<file path="src/rtl/fpga_div_pkg.sv">
// Shared constants and FSM state type for the restoring divider.
package fpga_div_pkg;

    localparam int unsigned DIV_W     = 35;
    localparam int unsigned DIV_CNT_W = $clog2(DIV_W);

    typedef enum logic [1:0] {
        ST_IDLE = 2'd0,
        ST_RUN  = 2'd1,
        ST_DONE = 2'd2
    } div_state_e;

endpackage

</file>
<file path="src/rtl/fpga_divider_if.sv">
// Request/result handshake bundle between a requester (master) and the divider (slave).
interface fpga_divider_if #(
    parameter int unsigned W = fpga_div_pkg::DIV_W
);

    logic [2*W-1:0] DIV_nn_a0;
    logic [W-1:0]   DIV_dd_a0;
    logic           in_valid;
    logic           in_ready;
    logic [W-1:0]   DIV_qq;
    logic [W-1:0]   DIV_rr;
    logic           DIV_err;
    logic           out_valid;
    logic           out_ready;

    modport master (
        output DIV_nn_a0, DIV_dd_a0, in_valid, out_ready,
        input  in_ready, DIV_qq, DIV_rr, DIV_err, out_valid
    );

    modport slave (
        input  DIV_nn_a0, DIV_dd_a0, in_valid, out_ready,
        output in_ready, DIV_qq, DIV_rr, DIV_err, out_valid
    );

endinterface

</file>
<file path="src/rtl/fpga_div_step.sv">
// One restoring-division step: shift in a dividend bit, subtract the divisor if it fits.
module fpga_div_step #(
    parameter int unsigned W = fpga_div_pkg::DIV_W
) (
    input  logic [W:0]   i_rem,
    input  logic         i_bit,
    input  logic [W-1:0] i_dd,
    output logic [W:0]   o_rem,
    output logic         o_qbit
);

    localparam int unsigned RW = W + 1;
    localparam int unsigned XW = W + 2;

    logic [XW-1:0] w_shift;
    logic [XW-1:0] w_dd_x;

    // Extra headroom bit so the shifted value is never truncated before the compare.
    assign w_shift = {i_rem, i_bit};
    assign w_dd_x  = {2'b00, i_dd};
    assign o_qbit  = (w_shift >= w_dd_x);
    assign o_rem   = o_qbit ? RW'(w_shift - w_dd_x) : RW'(w_shift);

endmodule

</file>
<file path="src/rtl/fpga_divider.sv">
// Sequential 2W/W restoring divider, one quotient bit per cycle, valid/ready on both sides.
// Define DIV_OVF_CHECK_EN to flag divide-by-zero / quotient overflow at accept and skip RUN.
module fpga_divider #(
    parameter int unsigned W = fpga_div_pkg::DIV_W
) (
    input  logic          clk,
    input  logic          reset,
    fpga_divider_if.slave div_bus
);

    import fpga_div_pkg::*;

    localparam int unsigned CNT_W = (W > 1) ? $clog2(W) : 1;

    div_state_e       r_state;
    div_state_e       w_state_nxt;
    logic [CNT_W-1:0] r_cnt;
    logic [W:0]       r_rem;
    logic [W-1:0]     r_lo;
    logic [W-1:0]     r_dd;
    logic [W-1:0]     r_qq;
    logic [W-1:0]     r_rr;
    logic             r_err;
    logic             r_in_ready;
    logic             r_out_valid;

    logic             w_accept;
    logic             w_ovf;
    logic             w_qbit;
    logic [W:0]       w_rem_nxt;
    logic [W-1:0]     w_lo_nxt;

    assign w_accept = r_in_ready && div_bus.in_valid;

`ifdef DIV_OVF_CHECK_EN
    assign w_ovf = (div_bus.DIV_dd_a0 == '0) ||
                   (div_bus.DIV_nn_a0[2*W-1:W] >= div_bus.DIV_dd_a0);
`else
    assign w_ovf = 1'b0;
`endif

    fpga_div_step #(.W(W)) u_step (
        .i_rem  (r_rem),
        .i_bit  (r_lo[W-1]),
        .i_dd   (r_dd),
        .o_rem  (w_rem_nxt),
        .o_qbit (w_qbit)
    );

    // Low half doubles as the dividend shifter and the quotient accumulator.
    assign w_lo_nxt = {r_lo[W-2:0], w_qbit};

    always_comb begin
        w_state_nxt = r_state;
        case (r_state)
            ST_IDLE: if (w_accept) w_state_nxt = w_ovf ? ST_DONE : ST_RUN;
            ST_RUN:  if (r_cnt == '0) w_state_nxt = ST_DONE;
            ST_DONE: if (div_bus.out_ready) w_state_nxt = ST_IDLE;
            default: w_state_nxt = ST_IDLE;
        endcase
    end

    // State plus handshake flags, registered from the next state.
    always_ff @(posedge clk or negedge reset) begin
        if (!reset) begin
            r_state     <= ST_IDLE;
            r_in_ready  <= 1'b1;
            r_out_valid <= 1'b0;
        end else begin
            r_state     <= w_state_nxt;
            r_in_ready  <= (w_state_nxt == ST_IDLE);
            r_out_valid <= (w_state_nxt == ST_DONE);
        end
    end

    always_ff @(posedge clk or negedge reset) begin
        if (!reset) begin
            r_cnt <= '0;
            r_rem <= '0;
            r_lo  <= '0;
            r_dd  <= '0;
            r_qq  <= '0;
            r_rr  <= '0;
            r_err <= 1'b0;
        end else begin
            case (r_state)
                ST_IDLE: begin
                    if (w_accept) begin
                        r_dd  <= div_bus.DIV_dd_a0;
                        r_lo  <= div_bus.DIV_nn_a0[W-1:0];
                        r_rem <= {1'b0, div_bus.DIV_nn_a0[2*W-1:W]};
                        r_cnt <= CNT_W'(W - 1);
                        r_err <= w_ovf;
                        if (w_ovf) begin
                            r_qq <= '1;
                            r_rr <= div_bus.DIV_nn_a0[W-1:0];
                        end
                    end
                end
                ST_RUN: begin
                    r_rem <= w_rem_nxt;
                    r_lo  <= w_lo_nxt;
                    if (r_cnt == '0) begin
                        r_qq <= w_lo_nxt;
                        r_rr <= w_rem_nxt[W-1:0];
                    end else begin
                        r_cnt <= r_cnt - CNT_W'(1);
                    end
                end
                default: ;
            endcase
        end
    end

    assign div_bus.in_ready  = r_in_ready;
    assign div_bus.out_valid = r_out_valid;
    assign div_bus.DIV_qq    = r_qq;
    assign div_bus.DIV_rr    = r_rr;
    assign div_bus.DIV_err   = r_err;

endmodule

</file>
<file path="src/flat_wrapper.sv">
// flat-port wrapper written by rule: the top's interface ports become plain ports
module fpga_divider_flat import fpga_div_pkg::*;
#(
    parameter int unsigned W = fpga_div_pkg::DIV_W
)
  (clk, reset, div_bus_DIV_nn_a0, div_bus_DIV_dd_a0, div_bus_in_valid, div_bus_out_ready, div_bus_in_ready, div_bus_DIV_qq, div_bus_DIV_rr, div_bus_DIV_err, div_bus_out_valid);
  fpga_divider_if #(.W(W)) div_bus_i ();
  input  logic clk;
  input  logic reset;
  input wire logic [$bits(div_bus_i.DIV_nn_a0)-1:0] div_bus_DIV_nn_a0;
  input wire logic [$bits(div_bus_i.DIV_dd_a0)-1:0] div_bus_DIV_dd_a0;
  input wire logic [$bits(div_bus_i.in_valid)-1:0] div_bus_in_valid;
  input wire logic [$bits(div_bus_i.out_ready)-1:0] div_bus_out_ready;
  output wire logic [$bits(div_bus_i.in_ready)-1:0] div_bus_in_ready;
  output wire logic [$bits(div_bus_i.DIV_qq)-1:0] div_bus_DIV_qq;
  output wire logic [$bits(div_bus_i.DIV_rr)-1:0] div_bus_DIV_rr;
  output wire logic [$bits(div_bus_i.DIV_err)-1:0] div_bus_DIV_err;
  output wire logic [$bits(div_bus_i.out_valid)-1:0] div_bus_out_valid;
  assign div_bus_i.DIV_nn_a0 = div_bus_DIV_nn_a0;
  assign div_bus_i.DIV_dd_a0 = div_bus_DIV_dd_a0;
  assign div_bus_i.in_valid = div_bus_in_valid;
  assign div_bus_i.out_ready = div_bus_out_ready;
  assign div_bus_in_ready = div_bus_i.in_ready;
  assign div_bus_DIV_qq = div_bus_i.DIV_qq;
  assign div_bus_DIV_rr = div_bus_i.DIV_rr;
  assign div_bus_DIV_err = div_bus_i.DIV_err;
  assign div_bus_out_valid = div_bus_i.out_valid;
  fpga_divider #(.W(W)) u_core (.clk(clk), .reset(reset), .div_bus(div_bus_i));
endmodule
</file>
<file path="config.mk">
export PLATFORM = sky130hd
export DESIGN_NAME = fpga_divider_flat
export DESIGN_NICKNAME = d
export VERILOG_FILES = /design/src/rtl/fpga_div_pkg.sv /design/src/rtl/fpga_divider_if.sv /design/src/rtl/fpga_div_step.sv /design/src/rtl/fpga_divider.sv /design/src/flat_wrapper.sv
export SDC_FILE = /design/constraint.sdc
export NUM_CORES = 1
export LEC_CHECK = 0
export CELL_PAD_IN_SITES_DETAIL_PLACEMENT = 2
export CELL_PAD_IN_SITES_GLOBAL_PLACEMENT = 2
export CORE_ASPECT_RATIO = 1.25
export CORE_MARGIN = 2
export CORE_UTILIZATION = 30
export CTS_BUF_LIST = sky130_fd_sc_hd__clkbuf_2 sky130_fd_sc_hd__clkbuf_4 sky130_fd_sc_hd__clkbuf_8
export CTS_CLUSTER_DIAMETER = 150
export CTS_CLUSTER_SIZE = 10
export DETAILED_ROUTE_END_ITERATION = 6
export PLACE_DENSITY = 0.85
export SYNTH_ARGS = -nofsm -noshare
export SYNTH_HDL_FRONTEND = slang
export SYNTH_HIERARCHICAL = 1
export SYNTH_SLANG_ARGS = --single-unit
</file>
<file path="constraint.sdc">
create_clock -name clk -period 3.6 [get_ports clk]
set_clock_uncertainty 0.15 [all_clocks]
set_input_delay 0.36 -clock clk [delete_from_list [all_inputs] [get_ports clk]]
set_output_delay 0.36 -clock clk [all_outputs]
set_load 0.02 [all_outputs]
</file>
==> reports/qor.yml, run 1 <==
final_layout:
  filler_cell_count: 3647
  syn2layout_area_growth_pct: 31.69
  drive_above_1_share_pct: 20.15
  ff_latch_area_um2: 4657
  n_antenna_cell: 0
  final_net_count: 1429
  multiInputGateArea_um2: 5657
grt:
  grt_first_pass_wirelength_um: 55320
  grt_max_degree: 90
  groute.usage.overall_pct: 19.29
  globalRoute.totalOverflow: 0
  initial_antenna_violation_count: 0
  vias_in_the_first_global_route: 9889
setup_path:
  cp.arrival_ns: 3.94
  r2r-start: "u_core/r_rem[18]"
  critical_path.endpoint: "u_core/div_bus.DIV_rr[16]"
  cp_max_fanout: 7
  rrSetupSlack_ns: -0.11
  cpPeakStageDelay_ns: 0.63
  worst_r2r_end: "u_core/div_bus.DIV_rr[16]"
  worst-endpoint-required_ns: 3.83
  timing.critical_path.mode_cell: "sky130_fd_sc_hd__mux2_4"
  worstSetupPathType: "flop to flop"
  cp-start-kind: "flop"
  cp_slowest_cell: "sky130_fd_sc_hd__a2111o_2"
  ff2ff_path_depth: 11
  worst_setup_path_startpoint: "u_core/r_rem[18]"
  critical_path.cell_chain: "ha_1 > and4_4 > nand3_4 > nor4_1 > a211oi_4 > a31oi_4 > a211o_1 > a2111o_2 > clkbuf_16 > mux2_4 > mux2_4"
  crit_path_end_kind: "flop"
detailed_routing:
  route.vias.total: 8809
  vias_per_inst: 4.997
  post_detailed_route_drc_marker_count: 0
  detailed_router_s_first_iteration_violation_count: 420
  dr.pass1.iters: 6
  postRouteWirelength_um: 36330
  antenna_violation_net_count_after_detailed_routing: 0
  wl_per_cell_um: 20.61
timing:
  timing.max_slew.rel_slack_pct: 40.26
  timing_max_transition_violations_final: 0
  report.final.hold_viol_count: 0
  setup_slack_ns: -0.1102
  tightestPinTransition_ns: 0.8961
  unrepaired_setup_endpoints_after_global_routing: "true"
  setup_viol_count_final: 65
  timing.final.crit_share_pct: 103.1
  final_period_minus_worst_setup_slack_ns: 3.710
  fin_setup_tns_ns: -4.274
  achievable-frequency_mhz: 269.5
die:
  die-width_um: 171.7
  pin_count: 182
  die_footprint_um2: 36680
  die_height_um: 213.6
  core_region_area_um2: 34520
  initial_core_util_pct: 30.55
  placementRows: 76
clock_tree:
  cts_made_buffers: 17
  htree_num_levels: 4
  buffer_levels_on_the_longest_clock_path: 2
  root_buffer: "sky130_fd_sc_hd__clkbuf_8"
  numClockSinks: 186
  cts_clock_pin_slew_for_the_worst_setup_and_hold_paths_ns: 0.12
  clk_latency_ns: 0.50
  cts_tree: "yes"
yosys:
  synthesis.instances: 1082
  synth_top_flop_cell: "sky130_fd_sc_hd__dfrtp_1"
  synth_common_cells: "sky130_fd_sc_hd__nand2_1, sky130_fd_sc_hd__dfrtp_1, sky130_fd_sc_hd__mux2_4, sky130_fd_sc_hd__nor2_1, sky130_fd_sc_hd__a31oi_1"
  netlist_area_um2: 10550
  yosysUniqueCellTypes: 67
  synth_fp_nets: 1229
  yosysWarnings: 6
  netlist.area_leader.share_pct: 43.90
  syn-mean-instance-area_um2: 9.746
  asyncSetResetFlopFracSynth_pct: 100.0
  yosys_register_bits: 186
  proportion_of_synthesized_chip_area_in_sequential_cells_pct: 44.15
  yosysMostFrequentCell: "sky130_fd_sc_hd__nand2_1"
  synth-edff-count: 0
  synth_area_leader_cell: "sky130_fd_sc_hd__dfrtp_1"
  synth.area.top_cells: "sky130_fd_sc_hd__dfrtp_1, sky130_fd_sc_hd__mux2_4, sky130_fd_sc_hd__nand2_1, sky130_fd_sc_hd__a31oi_1, sky130_fd_sc_hd__ha_1"
outcome:
  status: "finished with violations"
  violations: "negative setup slack"
placement:
  port-buffer-count: 180
  hpwl_dp_um: 24520
  place_congestion: 0.8164
worst_hold_path:
  min_path_cells: 3
  hold_path_class: "input port to flop"
power_and_ir_drop:
  powerDensity_nw_per_um2: 1171
  power.static_leakage_nw: 6.418
  power.total_mw: 16.26
  irDropWorstVdd_mv: 0.3828
job:
  drv.max_cap_violation_count: 0
[stage by stage]
| step | cells | util [%] | cell area (um2) | hold WS, ns | worst slack, ns |
|---|---|---|---|---|---|
| global route | 1763 | 40.23 | 13890 | 0.2207 | -0.2342 |
| global placement | 1705 | 37.45 | 12930 | 0.3103 | 0.06574 |
| floorplan | 1082 | - | 10550 | -0.08559 | 0.1855 |
| CTS | 1742 | 38.85 | 13410 | 0.1963 | -0.004508 |
| detailed placement | 1705 | 37.45 | 12930 | 0.3132 | -0.06636 |
| finish | 1763 | 40.23 | 13890 | 0.2254 | -0.1102 |
[what timing repair did]
item,4_1_cts,5_1_grt
cloned,1,2
gates resized for setup,11,50
hold endpoints to repair,86,0
pin swaps,9,21
hold buffers,1,0
setup buffers,3,19
endpoints found under the setup margin,57,70
[worst min path at each step]
stage / from / end / slack, ns
2_1_floorplan: reset / u_core/div_bus.DIV_qq[0] / -0.09
3_5_place_dp: u_core/r_dd[3] / u_core/r_dd[3] / 0.31
4_1_cts: div_bus_DIV_dd_a0[4] / u_core/r_dd[4] / 0.20
5_1_grt: div_bus_DIV_dd_a0[5] / u_core/r_dd[5] / 0.22
3_3_place_gp: u_core/r_dd[13] / u_core/r_dd[13] / 0.31
6_report: div_bus_DIV_dd_a0[4] / u_core/r_dd[4] / 0.23
[layout make-up]
type	instances	area share, %
clock inverters	15	1.108
repair buffers	246	17.51
clock buffers	17	1.685
flip-flops and latches	186	33.53
inverters	45	1.216
multi-input cells	786	40.73
well taps	468	4.217
[state kept, by name (all words and copies together) (netlist names), 2 cells and up]
register / flops
u_core/r_cnt: 6
u_core/r_dd: 35
u_core/r_lo: 35
u_core/div_bus.DIV_rr: 35
u_core/div_bus.DIV_qq: 35
u_core/r_rem: 36
u_core/r_state: 2
[power by group]
group	leakage (nW)	internal (mW)	total, mW	switching (mW)
sequential	2.21	3.04	3.80	0.760
clock	0.184	0.517	1.43	0.917
combinational	4.02	5.34	11.0	5.69
[logic make-up (layout without fill, tap and decap cells)]
family / after synthesis / count (layout) / share of synthesized area (%)
AOI/OAI and AO/OA: 187 / 187 / 11.62
adders and majority gates: 38 / 38 / 4.580
muxes: 110 / 110 / 15.06
other: 1 / 1 / 0.03556
buffers and inverters: 110 / 323 / 5.612
and+or+nand+nor: 420 / 420 / 16.46
DFF: 186 / 186 / 44.15
xor gates and xnor gates: 30 / 30 / 2.492
[critical path: cells and delay by family (launching register included)]
family	cells	cell delay, ns
compound gates	4	1.45
flops	1	0.41
buf+inv	1	0.24
simple gates	3	0.42
fa+ha+maj	1	0.34
mux	2	0.58
[cells in the final DEF (no fill, tap or decap), drive strengths merged, types with 2 or more instances in the layout]
master           n
nand2          270
dfrtp          185
clkdlybuf4s50  179
mux2           104
nor2            91
a31oi           80
buf             62
inv             52
ha              37
a21oi           32
xnor2           21
clkbuf          21
o21ai           21
a21o            17
nand3           13
xor2             9
nor3             8
and3             7
mux2i            6
nor2b            6
nand2b           5
or3              5
clkinvlp         4
o211ai           4
o21a             4
a211oi           4
clkinv           4
nand4            3
a31o             3
a2111o           3
a211o            2
and2             2
a2111oi          2
nor4bb           2
o2111ai          2
or4b             2
or4              2
[routing by layer]
metal,GRT usage [%],wire length [um],vias to the layer above
met4,5.260,599,0
met2,35.38,19610,131
met5,0,0,-
met3,2.270,696,34
li1,-,-,4091
met1,23.76,15430,4553
Note: power is estimated with default switching activity, not from simulation.
==> run 2, diff against run 1 <==
--- a/config.mk
+++ b/config.mk
@@ -12,9 +12,10 @@
 export CORE_UTILIZATION = 30
 export CTS_BUF_LIST = sky130_fd_sc_hd__clkbuf_2 sky130_fd_sc_hd__clkbuf_4 sky130_fd_sc_hd__clkbuf_8
 export CTS_CLUSTER_DIAMETER = 150
-export CTS_CLUSTER_SIZE = 10
+export CTS_CLUSTER_SIZE = 25
 export DETAILED_ROUTE_END_ITERATION = 6
 export PLACE_DENSITY = 0.85
+export SKIP_LAST_GASP = 1
 export SYNTH_ARGS = -nofsm -noshare
 export SYNTH_HDL_FRONTEND = slang
 export SYNTH_HIERARCHICAL = 1
==> run 2 against run 1 <==
Against the previous run: the run still ends with negative setup slack left; setup slack improved by 0.0025 ns; combinational power hardly changed; sequential share of layout area unchanged; critical path depth unchanged; clock power hardly changed; sequential cell count did not move; largest power group unchanged.
==> reports/qor.yml, run 2 (same netlist as run 1, synthesis figures left out) <==
setup_path:
  ff2ff_path_depth: 11  # unchanged
  cp_max_fanout: 7  # unchanged
  worstSetupPathDepth: 11  # unchanged
  critical_path.cell_chain: "ha_1 > and4_4 > nand3_4 > nor4_1 > a211oi_4 > a31oi_4 > a211o_1 > a2111o_2 > clkbuf_16 > mux2_4 > mux2_4"
  rrSetupSlack_ns: -0.11  # about the same
  worstSetupPathType: "flop to flop"
  cp-start-kind: "flop"
  timing.critical_path.mode_cell: "sky130_fd_sc_hd__mux2_4"
  cp.arrival_ns: 3.93  # about the same
  crit_path_end_kind: "flop"
  cpPeakStageDelay_ns: 0.63  # about the same
  r2r-start: "u_core/r_rem[18]"
  worst_r2r_end: "u_core/div_bus.DIV_rr[16]"
  critPathTopFamily: "compound AO/OA/AOI/OAI gates"
  worst-endpoint-required_ns: 3.83  # about the same
  cp_slowest_cell: "sky130_fd_sc_hd__a2111o_2"
  worstPathBufferInverterCount: 1  # unchanged
detailed_routing:
  post_detailed_route_drc_marker_count: 0  # unchanged
  wl_per_cell_um: 20.61  # about the same
  detailed_router_s_first_iteration_violation_count: 434  # +3.3%
  antenna_violation_net_count_after_detailed_routing: 0  # unchanged
  vias_per_inst: 4.997  # about the same
  dr.pass1.iters: 7  # +1
  postRouteWirelength_um: 36340  # about the same
  route.vias.total: 8810  # +0.011%
power_and_ir_drop:
  irDropWorstVdd_mv: 0.3823  # -0.15%
  power.static_leakage_nw: 6.418  # about the same
  powerDensity_nw_per_um2: 1171  # about the same
grt:
  grt_max_degree: 90  # unchanged
  grt_first_pass_wirelength_um: 55320  # unchanged
  initial_antenna_violation_count: 0  # unchanged
  groute.usage.overall_pct: 19.29  # unchanged
  globalRoute.totalOverflow: 0  # unchanged
  vias_in_the_first_global_route: 9888  # -0.010%
die:
  initial_core_util_pct: 30.55  # unchanged
  die_height_um: 213.6  # unchanged
  die_footprint_um2: 36680  # unchanged
  core_region_area_um2: 34520  # unchanged
  die-width_um: 171.7  # unchanged
  pin_count: 182  # unchanged
  placementRows: 76  # unchanged
outcome:
  violations: "negative setup slack"
  status: "finished with violations"
clock_tree:
  cts_made_buffers: 17  # unchanged
  clk_latency_ns: 0.50  # about the same
  htree_num_levels: 4  # unchanged
  cts_tree: "yes"
  root_buffer: "sky130_fd_sc_hd__clkbuf_8"
  buffer_levels_on_the_longest_clock_path: 2  # unchanged
  numClockSinks: 186  # unchanged
  cts_clock_pin_slew_for_the_worst_setup_and_hold_paths_ns: 0.12  # about the same
placement:
  hpwl_dp_um: 24520  # unchanged
  port-buffer-count: 180  # unchanged
  placed_cells_incl_taps: 1705  # unchanged
  dp_slack_ns: -0.06636  # unchanged
  place_congestion: 0.8164  # unchanged
final_layout:
  drive_above_1_share_pct: 20.15  # unchanged
  syn2layout_area_growth_pct: 31.69  # unchanged
  n_antenna_cell: 0  # unchanged
  layout.cells.most_common: "sky130_fd_sc_hd__nand2_1"
  filler_cell_count: 3647  # unchanged
  final_util_pct: 40.23  # unchanged
  largest_register_ff_count: 36  # unchanged
  top_register: "u_core/r_rem"
  final_net_count: 1429  # unchanged
  final_cell_mix: "sky130_fd_sc_hd__nand2_1, sky130_fd_sc_hd__dfrtp_1, sky130_fd_sc_hd__clkdlybuf4s50_1, sky130_fd_sc_hd__mux2_4, sky130_fd_sc_hd__nor2_1"
  finalNonFillerCells: 1763  # unchanged
timing:
  setup_viol_count_final: 64  # -1.5%
  setup_slack_ns: -0.1077  # +0.002509 ns
  achievable-frequency_mhz: 269.7  # about the same
  tightestPinTransition_ns: 0.8976  # +0.001485 ns
  timing.max_slew.rel_slack_pct: 40.16  # -0.099 points
  fin_setup_tns_ns: -4.086  # +0.1876 ns
  final_period_minus_worst_setup_slack_ns: 3.708  # -0.002509 ns
  report.final.hold_viol_count: 0  # unchanged
  hold_slack_ns: 0.2254  # +0.000002000 ns
  unrepaired_setup_endpoints_after_global_routing: "true"
  timing_max_transition_violations_final: 0  # unchanged
  timing.final.crit_share_pct: 103.0  # about the same
job:
  drv.max_cap_violation_count: 0  # unchanged
worst_hold_path:
  min_path_cells: 3  # unchanged
  hold_sp: "div_bus_DIV_dd_a0[4]"
  hold_path_class: "input port to flop"
  holdPathEnd: "u_core/r_dd[4]"
[run 2: cell counts in the layout (fill, tap and decap cells not counted)]
No cell type changed its count.
[run 2: layout make-up]
class                      instances  area [um2]  area share (%)
sequential                       186        4657           33.53
inverter                          45       168.9           1.216
clock buffer                      17       234.0           1.685
tap                              468       585.6           4.217
multi-input combinational        786        5657           40.73
timing repair buffer             246        2431           17.51
clock inverter                    15       153.9           1.108
[run 2: metrics by stage]
step	power (mW)	area, um2
3_3_place_gp	12.98	12930
6_report	16.26	13890
5_1_grt	17.40	13890
2_1_floorplan	10.41	10550
3_5_place_dp	13.58	12930
4_1_cts	15.38	13410
[run 2: worst max path at each step]
stage,start,to
floorplan,u_core/r_rem[21],u_core/div_bus.DIV_rr[10]
global placement,u_core/r_rem[13],u_core/div_bus.DIV_rr[21]
detailed placement,u_core/r_rem[5],u_core/div_bus.DIV_rr[25]
CTS,u_core/r_rem[2],u_core/r_rem[19]
global route,u_core/r_lo[34],u_core/r_rem[20]
finish,u_core/r_rem[18],u_core/div_bus.DIV_rr[16]
[run 2: what timing repair did]
item | CTS | global route
pin swaps | 6 | 21
hold endpoints to repair | 86 | 0
setup buffers | 3 | 19
gates cloned | 1 | 2
endpoints found under the setup margin | 57 | 70
resized for setup | 11 | 50
hold buffers | 1 | 0
[run 2: power by group]
group,switching [mW],total (mW),internal [mW]
Clock,0.915,1.43,0.517
Sequential,0.760,3.80,3.04
Combinational,5.69,11.0,5.34
Total,7.36,16.3,8.89
[run 2: worst min-delay path: stages]
cell,delay [ns]
sky130_fd_sc_hd__clkdlybuf4s50_1,0.40
sky130_fd_sc_hd__nand2_1,0.06
sky130_fd_sc_hd__nand2_1,0.04
[run 2: routing by layer]
| metal | vias up | track usage (%) | share of wire, % |
|---|---|---|---|
| met1 | 4547 | 23.76 | 42 |
| met4 | 0 | 5.260 | 1.6 |
| met2 | 138 | 35.38 | 54 |
| met5 | - | 0 | 0 |
| li1 | 4091 | - | - |
| met3 | 34 | 2.270 | 2.1 |
